### config.mk
export PLATFORM = sky130hd
export DESIGN_NAME = secded_dec_pipe
export DESIGN_NICKNAME = d
export VERILOG_FILES = /design/src/rtl/secded128_pkg.sv /design/src/rtl/secded_syn_calc.sv /design/src/rtl/secded_dec_pipe.sv
export SDC_FILE = /design/constraint.sdc
export NUM_CORES = 1
export LEC_CHECK = 0
export ABC_AREA = 1
export ABC_CLOCK_PERIOD_IN_PS = 1650
export CAP_MARGIN = 15
export CORE_MARGIN = 4
export CORE_UTILIZATION = 50
export CTS_BUF_LIST = sky130_fd_sc_hd__clkbuf_4
export DETAILED_ROUTE_END_ITERATION = 10
export GPL_TIMING_DRIVEN = 0
export PLACE_DENSITY_LB_ADDON = 0.25
export SKIP_CTS_REPAIR_TIMING = 1
export SLEW_MARGIN = 20
export SYNTH_ARGS = -nofsm -noshare
export SYNTH_HDL_FRONTEND = slang
export SYNTH_SLANG_ARGS = --single-unit
export TNS_END_PERCENT = 10
### constraint.sdc
create_clock -name clk -period 1.65 [get_ports clk]
set_input_delay 0.33 -clock clk [delete_from_list [all_inputs] [get_ports clk]]
set_output_delay 0.33 -clock clk [all_outputs]
set_load 0.02 [all_outputs]
### src/rtl/secded128_pkg.sv
// Shared definitions for the 128-bit SECDED code (137-bit codeword).
// H matrix: column i is the 9-bit check pattern of data bit i. Columns are
// all weight-3 patterns in ascending order, then weight-5 patterns in
// ascending order until 128 columns exist. Every column has odd weight >= 3,
// so weight-1 syndromes always point at a check bit.
package secded128_pkg;

  localparam int DATA_W = 128;
  localparam int CHK_W  = 9;
  localparam int CW_W   = 137;

  typedef logic [DATA_W-1:0][CHK_W-1:0] h_col_t;
  typedef logic [CHK_W-1:0][DATA_W-1:0] h_row_t;

  function automatic h_col_t gen_h_cols();
    h_col_t h;
    int     n;
    logic [CHK_W-1:0] v9;
    h = '0;
    n = 0;
    for (int w = 3; w <= 5; w += 2) begin
      for (int v = 0; v < (1 << CHK_W); v++) begin
        v9 = v[CHK_W-1:0];
        if ($countones(v9) == w && n < DATA_W) begin
          h[n] = v9;
          n++;
        end
      end
    end
    return h;
  endfunction

  localparam h_col_t H_COL = gen_h_cols();

  // Row view of H: bit i of row k is set when data bit i feeds check bit k.
  function automatic h_row_t gen_h_rows();
    h_row_t r;
    r = '0;
    for (int k = 0; k < CHK_W; k++) begin
      for (int i = 0; i < DATA_W; i++) begin
        r[k][i] = H_COL[i][k];
      end
    end
    return r;
  endfunction

  localparam h_row_t H_ROW = gen_h_rows();

  // Encoder: codeword = {check bits, data}, check bit k = parity of row k.
  function automatic logic [CW_W-1:0] secded_encode(input logic [DATA_W-1:0] data);
    logic [CHK_W-1:0] chk;
    for (int k = 0; k < CHK_W; k++) begin
      chk[k] = ^(data & H_ROW[k]);
    end
    return {chk, data};
  endfunction

endpackage

### src/rtl/secded_syn_calc.sv
// Combinational syndrome: recomputed check bits XOR received check bits.
module secded_syn_calc
  import secded128_pkg::*;
(
  input  logic [CW_W-1:0]  cw,
  output logic [CHK_W-1:0] syn
);

  // Each syndrome bit is the parity of its H row over the data plus its check bit.
  always_comb begin
    syn = '0;
    for (int k = 0; k < CHK_W; k++) begin
      syn[k] = (^(cw[DATA_W-1:0] & H_ROW[k])) ^ cw[DATA_W+k];
    end
  end

endmodule

### src/rtl/secded_dec_pipe.sv
// Two-stage pipelined SECDED decoder for 137-bit codewords.
// S1 registers data + syndrome, S2 registers corrected data, flags, syndrome.
// Optional error counters / first-uncorrectable log: macro SECDED_ERR_CNT_EN.
//
// Handshake: a word moves on a rising edge when valid && ready are both high
// on that edge. out_valid/OUT/flags hold stable while out_ready is low. A
// stage advances when it is empty or its downstream stage advances, so
// in_ready depends on out_ready but out_valid is purely registered.
module secded_dec_pipe
  import secded128_pkg::*;
#(
  parameter int CNT_W = 16
) (
  input  logic              clk,
  input  logic              rst,
  input  logic              in_valid,
  output logic              in_ready,
  input  logic [CW_W-1:0]   IN,
  output logic              out_valid,
  input  logic              out_ready,
  output logic [DATA_W-1:0] OUT,
  output logic              err_corr,
  output logic              err_uncorr,
  output logic [CHK_W-1:0]  syndrome,
  input  logic              cnt_clr,
  output logic [CNT_W-1:0]  corr_cnt,
  output logic [CNT_W-1:0]  uncorr_cnt,
  output logic [CHK_W-1:0]  first_uncorr_syn
);

  logic              s1_valid;
  logic [DATA_W-1:0] s1_data;
  logic [CHK_W-1:0]  s1_syn;
  logic [CHK_W-1:0]  syn_w;
  logic              s2_valid;
  logic              s2_adv;
  logic [DATA_W-1:0] flip;
  logic              dec_corr;
  logic              dec_uncorr;
  logic              chk_err;

  secded_syn_calc u_syn (
    .cw  (IN),
    .syn (syn_w)
  );

  assign s2_adv    = !s2_valid || out_ready;
  assign in_ready  = !rst && (!s1_valid || s2_adv);
  assign out_valid = s2_valid && !rst;

  // S1: capture data and syndrome of an accepted codeword.
  always_ff @(posedge clk) begin
    if (rst) begin
      s1_valid <= 1'b0;
      s1_data  <= '0;
      s1_syn   <= '0;
    end else if (in_ready) begin
      s1_valid <= in_valid;
      if (in_valid) begin
        s1_data <= IN[DATA_W-1:0];
        s1_syn  <= syn_w;
      end
    end
  end

  // Classify the S1 syndrome: data-column match, single check-bit, or uncorrectable.
  always_comb begin
    flip = '0;
    for (int i = 0; i < DATA_W; i++) begin
      flip[i] = (s1_syn == H_COL[i]);
    end
    chk_err    = (s1_syn != '0) && ((s1_syn & (s1_syn - 1'b1)) == '0);
    dec_corr   = (|flip) || chk_err;
    dec_uncorr = (s1_syn != '0) && !dec_corr;
  end

  // S2: register corrected word, flags and syndrome; hold while stalled.
  always_ff @(posedge clk) begin
    if (rst) begin
      s2_valid   <= 1'b0;
      OUT        <= '0;
      err_corr   <= 1'b0;
      err_uncorr <= 1'b0;
      syndrome   <= '0;
    end else if (s2_adv) begin
      s2_valid <= s1_valid;
      if (s1_valid) begin
        OUT        <= s1_data ^ flip;
        err_corr   <= dec_corr;
        err_uncorr <= dec_uncorr;
        syndrome   <= s1_syn;
      end
    end
  end

`ifdef SECDED_ERR_CNT_EN
  logic out_hs;
  logic log_vld;

  assign out_hs = out_valid && out_ready;

  // Saturating event counters and first-uncorrectable log; clear wins over capture.
  always_ff @(posedge clk) begin
    if (rst || cnt_clr) begin
      corr_cnt         <= '0;
      uncorr_cnt       <= '0;
      first_uncorr_syn <= '0;
      log_vld          <= 1'b0;
    end else if (out_hs) begin
      if (err_corr && (corr_cnt != '1)) begin
        corr_cnt <= corr_cnt + 1'b1;
      end
      if (err_uncorr && (uncorr_cnt != '1)) begin
        uncorr_cnt <= uncorr_cnt + 1'b1;
      end
      if (err_uncorr && !log_vld) begin
        first_uncorr_syn <= syndrome;
        log_vld          <= 1'b1;
      end
    end
  end
`else
  logic unused_cnt_clr;

  assign unused_cnt_clr   = cnt_clr;
  assign corr_cnt         = '0;
  assign uncorr_cnt       = '0;
  assign first_uncorr_syn = '0;
`endif

endmodule

==> results, run 1 <==
- The run finished, with violations left.
- The final reports fail on hold timing, setup timing.
- Before CTS, the worst setup slack after placement is -1770 ps.
- Setup violations remaining at the end of the flow were counted as 97.
- The analysis attributes to cell leakage a power of 13.5 nW.
- The worst-case IR drop observed on VDD is ~740 uV.
- The power per unit of standard cell area is 877 mW/mm^2.
- The number of antenna violations at the first check in global routing is 3.
- The worst register-to-register path begins at s1_syn[1].
- The CTS tree is yes.
- The critical path crosses 13 cells after its start point.
- The number of fill cells is between 3,000 and 4,000.
- Data on the critical path is required at its endpoint by 2240 ps.
- At the pin with the least slew margin, the transition time is 864 ps.
- The number of global-route vias before repair came to between 15,000 and 20,000.
- Summing over every cut layer, the via total after detailed routing is 20,586.
- The hold violation count in the final report was 2.
- In the routed layout, each cell is associated on average with a via count of 5.35.
- The die is roughly 200 um tall.
- The weighted congestion at the end of routability-driven global placement is around 1.
- The finished cells cover 0.0242 sq mm.
- Sorting the synthesized cells by area gives the leading types as dfxtp_1 (31%), nand2_1 (19%), o21ai_0 (8.0%).
- For the finished layout, the period the worst path requires is 2020 ps.
- The global-route wire length before repair is 102,000 um.
- The distinct cell type count of the synthesized netlist is 28.
- Of all cell types, the one taking the most synthesized area is dfxtp_1.
- The startpoint of the most critical hold path is IN[73].
- For this run, the share of the core covered by cells in the final layout is 0.681.
- The tree is rooted in a clkbuf_4.
- The kind of end point of the critical path is a flip-flop.
- The floorplan step defined a core boundary enclosing 0.0355 sq mm.
- The largest individual stage delay along the critical path comes from the cell dfxtp_4.
- In this run the register-to-register setup slack is -370 ps.
- The endpoint of the worst register-to-register path is err_uncorr.
- The average instance in the mapped netlist occupies 6.19 sq um.
- Synthesis inferred about 280 register bits.
- The relative slew slack is 0.424.
- The final setup TNS is -7690 ps.
- The hold-critical path depth is 3.
- The total buffers and inverters traversed by the critical path is 1.
- Clock skew on the completed layout was measured at 63.3 ps.
- The delay contributed by the slowest stage of the critical path is 490 ps.
- The dominant cell type by count on the critical path is nand2_2.
- The proportion of synthesized chip area in sequential cells is 0.310.
- The first routing iteration left about 2,000 violations.
- The clock-pin slew reported for the worst setup and hold paths after clock tree synthesis is 70 ps.
- The share of synthesized area in the top cell type comes to 0.310.
- After detailed placement, the design holds a cell count of 3,660.
- Detailed placement finished with a half-perimeter wire length of approximately 55,000 um.
- The DRC violation count after routing is 0.
- The arrival time at the worst endpoint is 2610 ps.
- The synthesized netlist cell count is 2,896.
- TritonCTS created 73 clock buffers.
- In the finished design, the share of the clock period the worst path needs comes to 1.22.
- The count of warnings emitted by yosys is 0.
- The critical path's top delay family is simple AND/OR/NAND/NOR gates.
- Setup slack on the critical path of the routed design comes to -370 ps.
- The aggregate global-route resource usage is 0.334.
- Summed over all layers, the global routing overflow is 0.
- Setup repair after global routing could not meet its margin everywhere.
- Leaving out filler cells and counting taps, the final layout contains 3,847.
- After the last flow step, the layout net total stands at 3,485.
- The power consumption is roughly 21 mW.
- The starting density of the core is 0.505.
- The floorplan has 69 rows.
- Summing all placed instances gives a cell area of 0.0213 sq mm.
- The number of top-level pins is 324.
- The worst setup path is of the reg2reg kind.
- Traced cell by cell, the critical path runs through nand2_8 -> inv_8 -> nand2_4 -> nor2_4 -> nand2_2 -> nand2_2 -> nor3_2 -> nand2_1 -> nor2_1 -> nand2_2 -> nor2_4 -> nand4_1 -> a21oi_2.
- The worst min-delay path class is in2reg.
- Entering global routing, the biggest net connects 11 pins.
- The number of max-cap violations is 0.
- Once detail routing completed, the nets flagged for antenna violations numbered 0.
- The number of port buffers is 263.
- For this run, the detailed router's first-pass iteration total came to 5.
- The final layout contains routed wiring with a total length of a little over 70,000 um.
- Dividing the detail-routed wire length by the instance count gives 18.3 um.
- The die outline area is 0.0390 sq mm.
- The top achievable clock speed is 495 MHz.
- The floorplan step set the die width to 197 um.
- The relative area change from synthesis to final layout is 34.8%.
- The cell count of the worst reg-to-reg path is 13.
- Of the cells placed in the final design, the portion with a size suffix greater than 1 is 0.179.
- The later pin in the worst-skew pair is clocked with a latency of 750 ps.
- The maximum buffer depth of the clock tree is 3.
- The mapped netlist covers ~0.018 sq mm.
- The worst setup path is launched from a flip-flop.
- The peak fanout along the critical path is 5.
- In this run the number of H-tree levels came out at 3.
- Hold timing on the final database bottoms out at a slack of -19.8 ps.
- The count of pins over their slew limit is 0.
- For hold timing, the worst endpoint is s1_data[73].
- For this design, the sink count on the clock tree is between 200 and 300.
[worst max-delay path by stage]
stage                     startpoint         end
after floorplan               IN[58]   s1_syn[2]
after global placement           rst  s1_data[1]
after detailed placement         rst  s1_data[6]
after CTS                        rst   out_valid
after global routing       s1_syn[1]  err_uncorr
final                      s1_syn[1]  err_uncorr
[tightest hold or removal path: stages]
cell and delay (ps):
buf_2 200, nand2_1 70, o21ai_0 60
[registers in the layout, summed over array words and instances (netlist names)]
signal,flops
s1_valid,1
s2_valid,1
err_corr,1
OUT,128
syndrome,9
err_uncorr,1
s1_syn,9
s1_data,128
[synth_stat cells]
cell / count
buf_1: 12
clkbuf_2: 4
clkbuf_1: 78
nand2_2: 3
clkinv_1: 1
xor2_1: 153
a31oi_1: 1
inv_2: 17
a21o_1: 3
inv_1: 302
buf_2: 16
a21oi_1: 103
nand2b_1: 1
nand4_1: 8
a21boi_0: 4
dfxtp_1: 278
nand2_1: 899
nand3_1: 253
nor2_2: 4
a21boi_1: 1
xnor2_1: 134
nand3b_1: 8
buf_4: 41
nor3_1: 12
or2_2: 1
conb_1: 1
o21ai_0: 285
nor2_1: 273
[power breakdown]
part	switching, mW	total, mW	internal [mW]
combinational	4.96	7.68	2.72
sequential	0.533	7.78	7.25
clock	2.85	5.74	2.89
total	8.34	21.2	12.9
[per-layer routing]
metal	vias up	track usage	share of wire
met5	-	0	0.00018
met4	2	0.117	0.036
met3	171	0.0568	0.092
met2	995	0.529	0.45
met1	9505	0.463	0.42
li1	9913	-	-
[area by class of cell]
| cell class | count | area, sq um | area share |
|---|---|---|---|
| Antenna cell | 1 | 2.50 | 0.000104 |
| Buffer | 151 | 947 | 0.0392 |
| Clock buffer | 105 | 788 | 0.0326 |
| Clock inverter | 12 | 48.8 | 0.00202 |
| Inverter | 320 | 1290 | 0.0533 |
| Multi-Input combinational cell | 2187 | 11700 | 0.484 |
| Sequential cell | 278 | 5610 | 0.232 |
| Tap cell | 461 | 577 | 0.0239 |
| Timing Repair Buffer | 332 | 3220 | 0.133 |
[cells by family (layout without fill, tap and decap cells)]
kind of cell | Yosys count | count (layout) | share of synthesized area
and+or+nand+nor | 1462 | 1462 | 0.329
buffers and inverters | 471 | 920 | 0.109
AOI/OAI and AO/OA | 397 | 397 | 0.112
xor gates and xnor gates | 287 | 287 | 0.140
DFF | 278 | 278 | 0.310
other | 1 | 42 | 0.000209
[cell usage in the layout, fill, tap and decap left out, drive strengths merged]
cell,n
clkbuf,212
a21boi,5
nand3b,8
diode,1
dlymetal6s2s,98
clkdlybuf4s50,103
conb,41
a31oi,1
buf,175
a21o,3
xor2,153
or2,1
xnor2,134
o21ai,285
inv,320
nor3,12
clkinv,11
nand3,253
clkinvlp,1
nand4,8
nand2,902
a21oi,103
dfxtp,278
nand2b,1
nor2,277
Power figures use the tool's default switching activity.
==> run 2: changes to the inputs <==
Settings changed: CORE_UTILIZATION 50 to 27.
==> run 2 against run 1 <==
The run still ends with hold timing, setup timing left. Highest routed layer unchanged. Core utilization fell by 30 points. Clock skew increased by 21 ps. Clock power grew 21%. Largest power group unchanged. Critical path type unchanged. Via count is 4.0% lower. Final cell count increased by 11%.
==> results, run 2 (same netlist as run 1, synthesis figures left out) <==
- From bottom edge to top edge, the die measures around 270 um.
- The largest net degree at the start of global routing is 12.
- The number of port buffers is 263.
- The starting density of the core is 0.273.
- The part of the cycle the worst path needs is 1.20.
- After routing the design area is 0.0252 sq mm.
- The number of global-route vias before repair is ~18,000.
- The count of pins over their slew limit came to 0.
- The fraction of final layout cells with drive strength greater than 1 is 0.154.
- Data arrives at the worst endpoint at about 2700 ps.
- The top achievable clock speed is 507 MHz.
- Summed over all cells, the static leakage comes to 14.1 nW.
- The aggregate global-route resource usage is 0.208.
- The master of the slowest instance on the critical path is dfxtp_4.
- For the pin with the worst max-slew slack, the measured transition is 941 ps.
- The dominant cell type by count on the critical path is nand2_1.
- The relative area change from synthesis to final layout is 40.3%.
- The cell row count is between 90 and 100.
- The largest registers in the layout are OUT x128, s1_data x128.
- In this design, the stage delay of the slowest critical-path cell is 370 ps.
- The final reports fail on hold timing, setup timing.
- In this run the remaining antenna-violating nets after routing total 0.
- The worst hold path passes through 3 cells.
- The endpoint of the worst register-to-register path is err_uncorr.
- The cell area reported after detailed placement is 0.0218 sq mm.
- The floorplan step defined a core boundary enclosing ~0.066 sq mm.
- Traced cell by cell, the critical path runs through inv_2 -> nand2_4 -> buf_4 -> nor3_2 -> nand2_1 -> nand2_1 -> inv_1 -> nand3_1 -> nor2_1 -> nand2_1 -> nor2_4 -> nand4_1 -> a21oi_1.
- Together, buffers and inverters on the worst path number 3.
- Once detailed placement completed, the half-perimeter wirelength came to 62,100 um.
- The worst min-delay path class is in2reg.
- For this block, the routed nets add up to 78,800 um of wire.
- The via total after detailed routing is a little under 20,000.
- The worst register-to-register path begins at s1_syn[3].
- The root buffer cell is clkbuf_4.
- The DRC violation count after routing is 0.
- In this run, the number of DRC markers left after iteration 0 of detailed routing was roughly 1,400.
- Counting the buffers created by CTS gives 81.
- After global routing the overflow that remains totals 0.
- The minimum hold slack is -54.9 ps.
- The critical path's top delay family is simple AND/OR/NAND/NOR gates.
- The weighted congestion at the end of routability-driven global placement is 0.982.
- STA classifies the critical path startpoint as a flip-flop.
- The total clock sinks is 278.
- The detailed-routing iteration count for the pre-antenna-repair pass is 5.
- The clock insertion delay at the later pin of the skew report is 860 ps.
- The worst min-delay path endpoint is s1_data[113].
- The die is between 200 and 300 um wide.
- The kind of end point of the critical path is a flip-flop.
- The number of top-level pins is about 320.
- The setup clock skew after layout is ~85 ps.
- The most common cell after layout, fill and taps aside is nand2_1.
- In the layout the commonest cells are nand2_1 (851), inv_1 (288), dfxtp_1 (250).
- At the worst endpoint, the required time is 2350 ps.
- Setup violations remaining at the end of the flow were counted as 376.
- The worst path in the final design needs a cycle of 1970 ps, including I/O delays and setup.
- TritonCTS built the clock tree.
- The number of max-cap violations is 0.
- The worst setup path is of the reg2reg kind.
- The startpoint of the most critical hold path is IN[113].
- Power spread over the standard cell area amounts to slightly below 900 mW/mm^2.
- The detailed-route wire length per cell is approximately 18 um.
- The floorplan step defined a die boundary enclosing between 0.07 and 0.08 sq mm.
- Along the worst path, the maximum fanout reaches 5.
- VDD sags by at most 361 uV.
- The number of H-tree branching levels is 3.
- The global-route wire length before repair is 110,000 um.
- The relative slew slack is 0.373.
- The worst slack at placement is -2040 ps.
- The final setup TNS is -31,660 ps.
- The cell count of the worst reg-to-reg path is 13.
- Clock-pin slew was measured on the worst setup and hold paths at 70 ps.
- Setup repair after global routing could not meet its margin everywhere.
- The hold violation count in the final report is 6.
- The run finished, with violations left.
- The detailed-route vias per instance is around 4.6.
- The register-to-register setup slack is -320 ps.
- After layout, the worst setup slack is -322 ps.
- After the last flow step, the layout net total stands at 3,490.
- The number of antenna violations at the first check in global routing is 3.
- The maximum buffer depth of the clock tree is 3.
run 2: worst max path at each step:
stage	startpoint	to	cells after the start	slack (ps)
after global routing	s1_syn[6]	err_uncorr	13	-340
after CTS	s2_valid	OUT[72]	10	-1440
after global placement	rst	s1_data[43]	9	-2040
after detailed placement	rst	s1_data[55]	9	-2040
final	s1_syn[3]	err_uncorr	13	-320
after floorplan	IN[58]	s1_syn[2]	16	8
run 2: per-layer routing:
| layer | track usage | routed length, um |
|---|---|---|
| met1 | 0.271 | 34100 |
| met2 | 0.332 | 36100 |
| met3 | 0.0601 | 6210 |
| met4 | 0.0650 | 2320 |
| met5 | 0 | 7 |
run 2: cell type report:
cell class | count | area [sq um]
fill | 7062 | 40600
multi-input combinational | 2187 | 11400
sequential | 278 | 5650
timing repair buffer | 331 | 3710
inverter | 320 | 1230
tap | 864 | 1080
buffer | 149 | 1020
clock buffer | 123 | 923
clock inverter | 24 | 151
antenna | 3 | 7.51
run 2: power by group:
group          internal [mW]  total, mW  switching, mW
registers               7.25       7.72          0.475
clock network           3.71       6.95           3.24
logic                   2.69       7.48           4.79
total                   13.6       22.2           8.51
run 2: metrics by stage:
stage,utilization,std cells,total power [mW]
global placement,0.331,4063,14.4
global route,0.383,4279,23.4
floorplan,-,2936,11.8
detailed placement,0.331,4063,14.4
finish,0.383,4279,22.2
CTS,0.348,4210,21.4
run 2: tightest hold or removal path: stages:
cell and delay, ps:
dlymetal6s2s_1 180, inv_1 140, o21ai_0 100
